<file path="config.mk">
export PLATFORM = sky130hd
export DESIGN_NAME = dds_sweep_ctrl_flat
export DESIGN_NICKNAME = d
export VERILOG_FILES = /design/src/rtl/dds_pkg.sv /design/src/rtl/dds_sweep_ctrl_if.sv /design/src/rtl/dds_dwell_timer.sv /design/src/rtl/dds_sweep_ctrl.sv /design/src/flat_wrapper.sv
export SDC_FILE = /design/constraint.sdc
export NUM_CORES = 1
export LEC_CHECK = 0
export BUFFER_PORTS_ARGS = -buffer_cell sky130_fd_sc_hd__buf_2
export CAP_MARGIN = 20
export CORE_MARGIN = 2
export CORE_UTILIZATION = 55
export DETAILED_ROUTE_END_ITERATION = 6
export PLACE_DENSITY_LB_ADDON = 0.12
export REMOVE_ABC_BUFFERS = 1
export SLEW_MARGIN = 20
export SYNTH_ARGS = -nofsm -noshare
export SYNTH_HDL_FRONTEND = slang
export SYNTH_HIERARCHICAL = 1
export SYNTH_SLANG_ARGS = --single-unit
</file>
<file path="constraint.sdc">
create_clock -name clk -period 3.8 [get_ports clk]
set_input_delay 0.76 -clock clk [delete_from_list [all_inputs] [get_ports clk]]
set_output_delay 0.76 -clock clk [all_outputs]
set_load 0.05 [all_outputs]
</file>
<file path="src/rtl/dds_pkg.sv">
// Shared AD9959 definitions for the DDS sweep path: register map, channel masks,
// sweep FSM states and the FTW stepping helper.
package dds_pkg;

    localparam int FTW_W = 32;

    localparam logic [7:0] ADDR_CSR   = 8'h00;
    localparam logic [7:0] ADDR_FR1   = 8'h01;
    localparam logic [7:0] ADDR_CFTW0 = 8'h04;
    localparam logic [7:0] ADDR_CPOW0 = 8'h05;
    localparam logic [7:0] ADDR_ACR   = 8'h06;

    localparam logic [3:0] CH0 = 4'b0001;
    localparam logic [3:0] CH1 = 4'b0010;
    localparam logic [3:0] CH2 = 4'b0100;
    localparam logic [3:0] CH3 = 4'b1000;

    typedef enum logic [1:0] {
        ST_IDLE     = 2'd0,
        ST_ISSUE    = 2'd1,
        ST_WAIT_ACK = 2'd2,
        ST_DWELL    = 2'd3
    } sweep_state_e;

    // Tuning words wrap modulo 2^32; a negative f_step is plain two's complement.
    function automatic logic [FTW_W-1:0] ftw_step(input logic [FTW_W-1:0] ftw,
                                                   input logic [FTW_W-1:0] step,
                                                   input logic             down);
        return down ? (ftw - step) : (ftw + step);
    endfunction

endpackage

</file>
<file path="src/rtl/dds_sweep_ctrl_if.sv">
// Write-request handshake between the sweep scheduler (master) and the DDS
// serial write engine (slave).
interface dds_sweep_ctrl_if;
    import dds_pkg::*;

    logic             wr_req;
    logic [FTW_W-1:0] wr_ftw;
    logic [3:0]       wr_mask;
    logic             wr_ack;

    modport master (output wr_req, output wr_ftw, output wr_mask, input wr_ack);
    modport slave  (input wr_req, input wr_ftw, input wr_mask, output wr_ack);

endinterface

</file>
<file path="src/rtl/dds_dwell_timer.sv">
// Loadable down-counter timing the idle gap between a write ack and the next
// request; expired is high while the count sits at zero.
module dds_dwell_timer #(
    parameter int DWELL_W = 24
) (
    input  logic               clk,
    input  logic               rst_n,
    input  logic               load_i,
    input  logic [DWELL_W-1:0] load_val_i,
    input  logic               count_i,
    output logic               expired_o
);

    logic [DWELL_W-1:0] cnt_q;

    // Count register: load wins over decrement, stops at zero.
    always_ff @(posedge clk or negedge rst_n) begin
        if (!rst_n) begin
            cnt_q <= '0;
        end else if (load_i) begin
            cnt_q <= load_val_i;
        end else if (count_i && (cnt_q != '0)) begin
            cnt_q <= cnt_q - DWELL_W'(1);
        end else begin
            cnt_q <= cnt_q;
        end
    end

    assign expired_o = (cnt_q == '0);

endmodule

</file>
<file path="src/rtl/dds_sweep_ctrl.sv">
// AD9959 frequency-sweep scheduler: steps an FTW and issues one engine write per
// step with a programmed dwell. Define DDS_SWEEP_PINGPONG_EN for a continuous triangle sweep.
module dds_sweep_ctrl
    import dds_pkg::*;
#(
    parameter int DWELL_W = 24,
    parameter int STEP_W  = 16
) (
    input  logic               clk,
    input  logic               rst_n,
    input  logic               start,
    input  logic               stop,
    input  logic [FTW_W-1:0]   f_start,
    input  logic [FTW_W-1:0]   f_step,
    input  logic [STEP_W-1:0]  n_steps,
    input  logic [DWELL_W-1:0] dwell,
    input  logic [3:0]         ch_mask,
    dds_sweep_ctrl_if.master   wr,
    output logic               busy,
    output logic               done,
    output logic [STEP_W-1:0]  step_idx
);

    sweep_state_e       state_q;
    logic [FTW_W-1:0]   f_step_q;
    logic [STEP_W-1:0]  n_steps_q;
    logic [DWELL_W-1:0] dwell_q;
    logic [FTW_W-1:0]   ftw_q;
    logic [STEP_W-1:0]  idx_q;
    logic               stop_pend_q;
    logic               busy_q;
    logic               done_q;
    logic               wr_req_q;
    logic [FTW_W-1:0]   wr_ftw_q;
    logic [3:0]         wr_mask_q;

    logic [FTW_W-1:0]   ftw_d;
    logic [STEP_W-1:0]  idx_d;
    logic               sweep_end_s;
    logic               tmr_load_s;
    logic               tmr_count_s;
    logic               tmr_expired_s;

`ifdef DDS_SWEEP_PINGPONG_EN
    logic dir_q;
    logic dir_d;

    // Triangle stepping: reverse at either end; n_steps=0 holds f_start.
    always_comb begin
        dir_d = dir_q;
        ftw_d = ftw_q;
        idx_d = idx_q;
        if (n_steps_q == '0) begin
            dir_d = 1'b0;
        end else if (!dir_q) begin
            if (idx_q == n_steps_q) begin
                dir_d = 1'b1;
                ftw_d = ftw_step(ftw_q, f_step_q, 1'b1);
                idx_d = idx_q - STEP_W'(1);
            end else begin
                ftw_d = ftw_step(ftw_q, f_step_q, 1'b0);
                idx_d = idx_q + STEP_W'(1);
            end
        end else begin
            if (idx_q == '0) begin
                dir_d = 1'b0;
                ftw_d = ftw_step(ftw_q, f_step_q, 1'b0);
                idx_d = idx_q + STEP_W'(1);
            end else begin
                ftw_d = ftw_step(ftw_q, f_step_q, 1'b1);
                idx_d = idx_q - STEP_W'(1);
            end
        end
    end

    assign sweep_end_s = 1'b0;
`else
    // Single-shot up-sweep stepping.
    always_comb begin
        ftw_d = ftw_step(ftw_q, f_step_q, 1'b0);
        idx_d = idx_q + STEP_W'(1);
    end

    assign sweep_end_s = (idx_q == n_steps_q);
`endif

    assign tmr_load_s  = (state_q == ST_WAIT_ACK) && wr.wr_ack;
    assign tmr_count_s = (state_q == ST_DWELL);

    dds_dwell_timer #(.DWELL_W(DWELL_W)) u_dwell_timer (
        .clk        (clk),
        .rst_n      (rst_n),
        .load_i     (tmr_load_s),
        .load_val_i (dwell_q),
        .count_i    (tmr_count_s),
        .expired_o  (tmr_expired_s)
    );

    // Sweep FSM with all outputs registered; done is a one-cycle pulse.
    always_ff @(posedge clk or negedge rst_n) begin
        if (!rst_n) begin
            state_q     <= ST_IDLE;
            f_step_q    <= '0;
            n_steps_q   <= '0;
            dwell_q     <= '0;
            ftw_q       <= '0;
            idx_q       <= '0;
            stop_pend_q <= 1'b0;
            busy_q      <= 1'b0;
            done_q      <= 1'b0;
            wr_req_q    <= 1'b0;
            wr_ftw_q    <= '0;
            wr_mask_q   <= 4'b0000;
`ifdef DDS_SWEEP_PINGPONG_EN
            dir_q       <= 1'b0;
`endif
        end else begin
            done_q <= 1'b0;
            case (state_q)
                ST_IDLE: begin
                    if (start) begin
                        f_step_q    <= f_step;
                        n_steps_q   <= n_steps;
                        dwell_q     <= dwell;
                        ftw_q       <= f_start;
                        wr_ftw_q    <= f_start;
                        wr_mask_q   <= ch_mask;
                        idx_q       <= '0;
                        busy_q      <= 1'b1;
                        stop_pend_q <= stop;
`ifdef DDS_SWEEP_PINGPONG_EN
                        dir_q       <= 1'b0;
`endif
                        state_q     <= ST_ISSUE;
                    end else begin
                        state_q <= ST_IDLE;
                    end
                end
                ST_ISSUE: begin
                    wr_req_q <= 1'b1;
                    if (stop) begin
                        stop_pend_q <= 1'b1;
                    end
                    state_q <= ST_WAIT_ACK;
                end
                ST_WAIT_ACK: begin
                    if (wr.wr_ack) begin
                        wr_req_q <= 1'b0;
                        if (stop_pend_q || stop || sweep_end_s) begin
                            busy_q      <= 1'b0;
                            done_q      <= 1'b1;
                            stop_pend_q <= 1'b0;
                            state_q     <= ST_IDLE;
                        end else begin
                            ftw_q   <= ftw_d;
                            idx_q   <= idx_d;
`ifdef DDS_SWEEP_PINGPONG_EN
                            dir_q   <= dir_d;
`endif
                            state_q <= ST_DWELL;
                        end
                    end else if (stop) begin
                        stop_pend_q <= 1'b1;
                    end
                end
                ST_DWELL: begin
                    // No write is in flight here, so stop exits without one.
                    if (stop) begin
                        busy_q      <= 1'b0;
                        done_q      <= 1'b1;
                        stop_pend_q <= 1'b0;
                        state_q     <= ST_IDLE;
                    end else if (tmr_expired_s) begin
                        wr_ftw_q <= ftw_q;
                        state_q  <= ST_ISSUE;
                    end else begin
                        state_q <= ST_DWELL;
                    end
                end
                default: begin
                    wr_req_q    <= 1'b0;
                    busy_q      <= 1'b0;
                    stop_pend_q <= 1'b0;
                    state_q     <= ST_IDLE;
                end
            endcase
        end
    end

    assign wr.wr_req  = wr_req_q;
    assign wr.wr_ftw  = wr_ftw_q;
    assign wr.wr_mask = wr_mask_q;
    assign busy       = busy_q;
    assign done       = done_q;
    assign step_idx   = idx_q;

endmodule

</file>
<file path="src/flat_wrapper.sv">
// flat-port wrapper written by rule: the top's interface ports become plain ports
module dds_sweep_ctrl_flat import dds_pkg::*;
#(
    parameter int DWELL_W = 24,
    parameter int STEP_W  = 16
)
  (clk, rst_n, start, stop, f_start, f_step, n_steps, dwell, ch_mask, busy, done, step_idx, wr_wr_req, wr_wr_ftw, wr_wr_mask, wr_wr_ack);
  dds_sweep_ctrl_if wr_i ();
  input  logic clk;
  input  logic rst_n;
  input  logic start;
  input  logic stop;
  input  logic [FTW_W-1:0] f_start;
  input  logic [FTW_W-1:0] f_step;
  input  logic [STEP_W-1:0] n_steps;
  input  logic [DWELL_W-1:0] dwell;
  input  logic [3:0] ch_mask;
  output logic busy;
  output logic done;
  output logic [STEP_W-1:0] step_idx;
  output wire logic [$bits(wr_i.wr_req)-1:0] wr_wr_req;
  output wire logic [$bits(wr_i.wr_ftw)-1:0] wr_wr_ftw;
  output wire logic [$bits(wr_i.wr_mask)-1:0] wr_wr_mask;
  input wire logic [$bits(wr_i.wr_ack)-1:0] wr_wr_ack;
  assign wr_wr_req = wr_i.wr_req;
  assign wr_wr_ftw = wr_i.wr_ftw;
  assign wr_wr_mask = wr_i.wr_mask;
  assign wr_i.wr_ack = wr_wr_ack;
  dds_sweep_ctrl #(.DWELL_W(DWELL_W), .STEP_W(STEP_W)) u_core (.clk(clk), .rst_n(rst_n), .start(start), .stop(stop), .f_start(f_start), .f_step(f_step), .n_steps(n_steps), .dwell(dwell), .ch_mask(ch_mask), .wr(wr_i), .busy(busy), .done(done), .step_idx(step_idx));
endmodule
</file>
==> results.ini <==
[outcome]
outcome = finished, final reports clean

[timing]
setup-tns-final_ps = 0
period_share_pct = 78.6
max_slew_margin_pct = 46.9
fmax_mhz = 335
worst_slack_ps = 815
min_period_ps = 2990
skew_ps = 18.5
worst_pin_slew_ps = 785
finalSetupViolations = 0
slew_viol_final = 0
hold_violations = 0
rsz0062_at_grt = no
whs_ps = 331

[setup_path]
reg2reg_to = u_core/ftw_q[30]
critPathCaptureType = flip-flop
worstSetupStartpointType = flip-flop
r2r_start = u_core/ftw_q[0]
required_ps = 4120
crit_type = flip-flop to flip-flop
r2r_setup_slack_ps = 810
arrival_ps = 3310
path_max_fanout = 4
crit_start = u_core/ftw_q[0]
r2r_cells = 11
cp-endpoint = u_core/ftw_q[30]

[worst_hold_path]
hold_class = primary input to async pin

[pwr]
combPwrFrac_pct = 52.5
power_frac_seq_pct = 31.2
p_leak_uw = 0.00571
pwr-share-clk_pct = 16.3
pwr_density_cell_nw_per_um2 = 956
switching_share_pct = 47.2
vdd_ir_drop_max_v = 0.000643
total_power_uw = 11200
power.switching_uw = 5300
power.internal_uw = 5920

[floorplan]
boundaryPins = 168
die_h_um = 139
die_w_um = 139
rows = 49
start_util_pct = 56.1
die_area_sq_um = 19400
core_area_sq_um = 18000

[layout]
n_fill_cell = 1594
area_growth_pct = 16.5
fin_util_pct = 65.3
nNetsFinal = 1495
drive_above_1_share_pct = 17.1

[grt]
antenna_found_initial = 0
overflow = 0
track_usage_pct = 26.2
grt_pass1_vias = 8542
grt_pass1_wl_um = 41900
grt_max_degree = 80

[placement]
gp_congestion = 0.892
dp_slack_ps = 854
port_buffers = 167
dp_hpwl_um = 17100

[yosys]
yosys.area.top_type_share_pct = 46.2
synth_area_leaders = dfrtp_1 (46%), nand2_1 (14%), ha_1 (4.2%)
synthFlopType = dfrtp_1
ys_ff_latch = 186
synth_largest_area_cell = dfrtp_1
avgSynthCellArea_sq_um = 8.37
yosysSeqAreaShare_pct = 46.2
synthArstFlopShare_pct = 100
synth_edf_count = 0
yosysWarnings = 6
syn-instance-count = 1204
synth_cell_types = 67
synth.cell_area_sq_um = 10100

[cts]
cts_setup_buffers = 0
clkLatencyLatePin_ps = 440
root_buffer = clkbuf_16
ctsHoldBuffers = 0
clock_sinks = 186
cts-resized-gates = 0
cts_max_level = 4
cts_max_path_buffers = 2
path_clk_slew_ps = 70
numCtsBuffers = 17
cts_tree = built

[drt]
viasPerCell = 5.56
firstDrtPassIters = 4
detail-route-antenna-nets = 0
wl_um = 24800
via_count = 8833
route.detailed.drc = 0
drt_iter0_markers = 410
wire_per_inst_um = 15.6

[flow_run]
maxCapViolations = 0

## cells in the final DEF (no fill, tap or decap), types with 7 or more instances in the layout
master / n
dfrtp_1: 186
a31oi_1: 45
xnor2_1: 44
clkbuf_16: 17
inv_1: 19
buf_4: 14
or3_1: 9
ha_1: 34
nor4_1: 10
xor2_1: 25
a21o_1: 20
nand4_1: 11
nand2_1: 382
nor3_1: 19
a21oi_1: 64
buf_2: 166
o21ai_1: 24
o21ai_0: 38
nor2_1: 101
a211oi_1: 7
nand3_1: 15
and3_1: 10
## cell type report
class,count,area (sq um),area share [%]
Multi-Input combinational cell,940,5140,43.8
Sequential cell,186,4650,39.7
Timing Repair Buffer,182,970,8.26
Clock buffer,18,429,3.66
Tap cell,229,287,2.44
Clock inverter,14,175,1.49
Inverter,20,75.1,0.640
Antenna cell,1,2.50,0.0213
## per-stage QoR
stage,cells,instance area (sq um)
after floorplan,1146,9850
after global placement,1557,11100
after detailed placement,1557,11100
after CTS,1589,11700
after global routing,1589,11700
final,1590,11700
## how the worst min path moves through the flow
stage                               startpoint                             end  slack, ps  depth (start not counted)
after floorplan             u_core/dwell_q[22]              u_core/dwell_q[22]        450                          2
after global placement    u_core/wr.wr_mask[1]            u_core/wr.wr_mask[1]        450                          2
after detailed placement  u_core/wr.wr_mask[3]            u_core/wr.wr_mask[3]        460                          2
after CTS                                rst_n              u_core/dwell_q[16]        350                          1
after global routing                     rst_n  u_core/u_dwell_timer/cnt_q[16]        370                          1
final                                    rst_n              u_core/dwell_q[16]        330                          1
## registers in the layout (all words and copies together), names as in the netlist
register / count
u_core/ftw_q: 32
u_core/done: 1
u_core/n_steps_q: 16
u_core/wr.wr_ftw: 32
u_core/state_q: 2
u_core/wr.wr_mask: 4
u_core/u_dwell_timer/cnt_q: 24
u_core/stop_pend_q: 1
u_core/dwell_q: 24
u_core/wr.wr_req: 1
u_core/step_idx: 16
u_core/f_step_q: 32
u_core/busy: 1
## layer usage
| layer | vias to the layer above | wire, um | global-route usage, % | share of wire (%) |
|---|---|---|---|---|
| met5 | - | 0 | 0 | 0 |
| met4 | 0 | 311 | 6.65 | 1.3 |
| met3 | 28 | 1180 | 4.68 | 4.8 |
| met2 | 220 | 11800 | 42.2 | 48 |
| met1 | 4215 | 11500 | 37.1 | 46 |
| li1 | 4370 | - | - | - |
## kinds of logic after synthesis
group | synth area share [%]
and+or+nand+nor | 25.0
buffers and inverters | 3.03
muxes | 0.0993
adders and majority gates | 4.42
DFF | 46.2
xor gates and xnor gates | 6.00
AOI/OAI and AO/OA | 15.3
## worst max-delay path: stages, from the launching register on
cell and delay, ps:
dfrtp_1 380, ha_1 210, inv_1 70, fa_1 380, nor2b_1 210, o31a_1 250, o31ai_2 120, o221a_2 330
o31ai_2 440, a221oi_2 110, mux2i_1 140, o221a_1 220
## power by group through the flow
stage	sequential (uW)	combinational (uW)	clock (uW)
floorplan	4100	3800	0
global placement	3500	5750	0
detailed placement	3510	5860	0
CTS	3490	5890	1870
global route	3620	6570	1940
finish	3500	5890	1830
## Yosys cell counts (4+ instances only)
| cell | n |
|---|---|
| xnor2_1 | 44 |
| a211oi_1 | 7 |
| and3_1 | 10 |
| o211ai_1 | 6 |
| o21ai_1 | 24 |
| nor2_1 | 101 |
| buf_1 | 6 |
| o21bai_1 | 5 |
| buf_2 | 7 |
| nor4_1 | 10 |
| nand4_1 | 11 |
| a21oi_1 | 65 |
| ha_1 | 34 |
| or3_1 | 9 |
| o21ai_0 | 38 |
| inv_1 | 19 |
| nor3_1 | 19 |
| clkbuf_1 | 44 |
| nand3_1 | 15 |
| a21o_1 | 20 |
| nand2_1 | 383 |
| a31oi_1 | 45 |
| xor2_1 | 25 |
| nor2b_1 | 5 |
| dfrtp_1 | 186 |
| and2_1 | 5 |
| o21a_1 | 4 |
(Power assumes the default switching activity.)
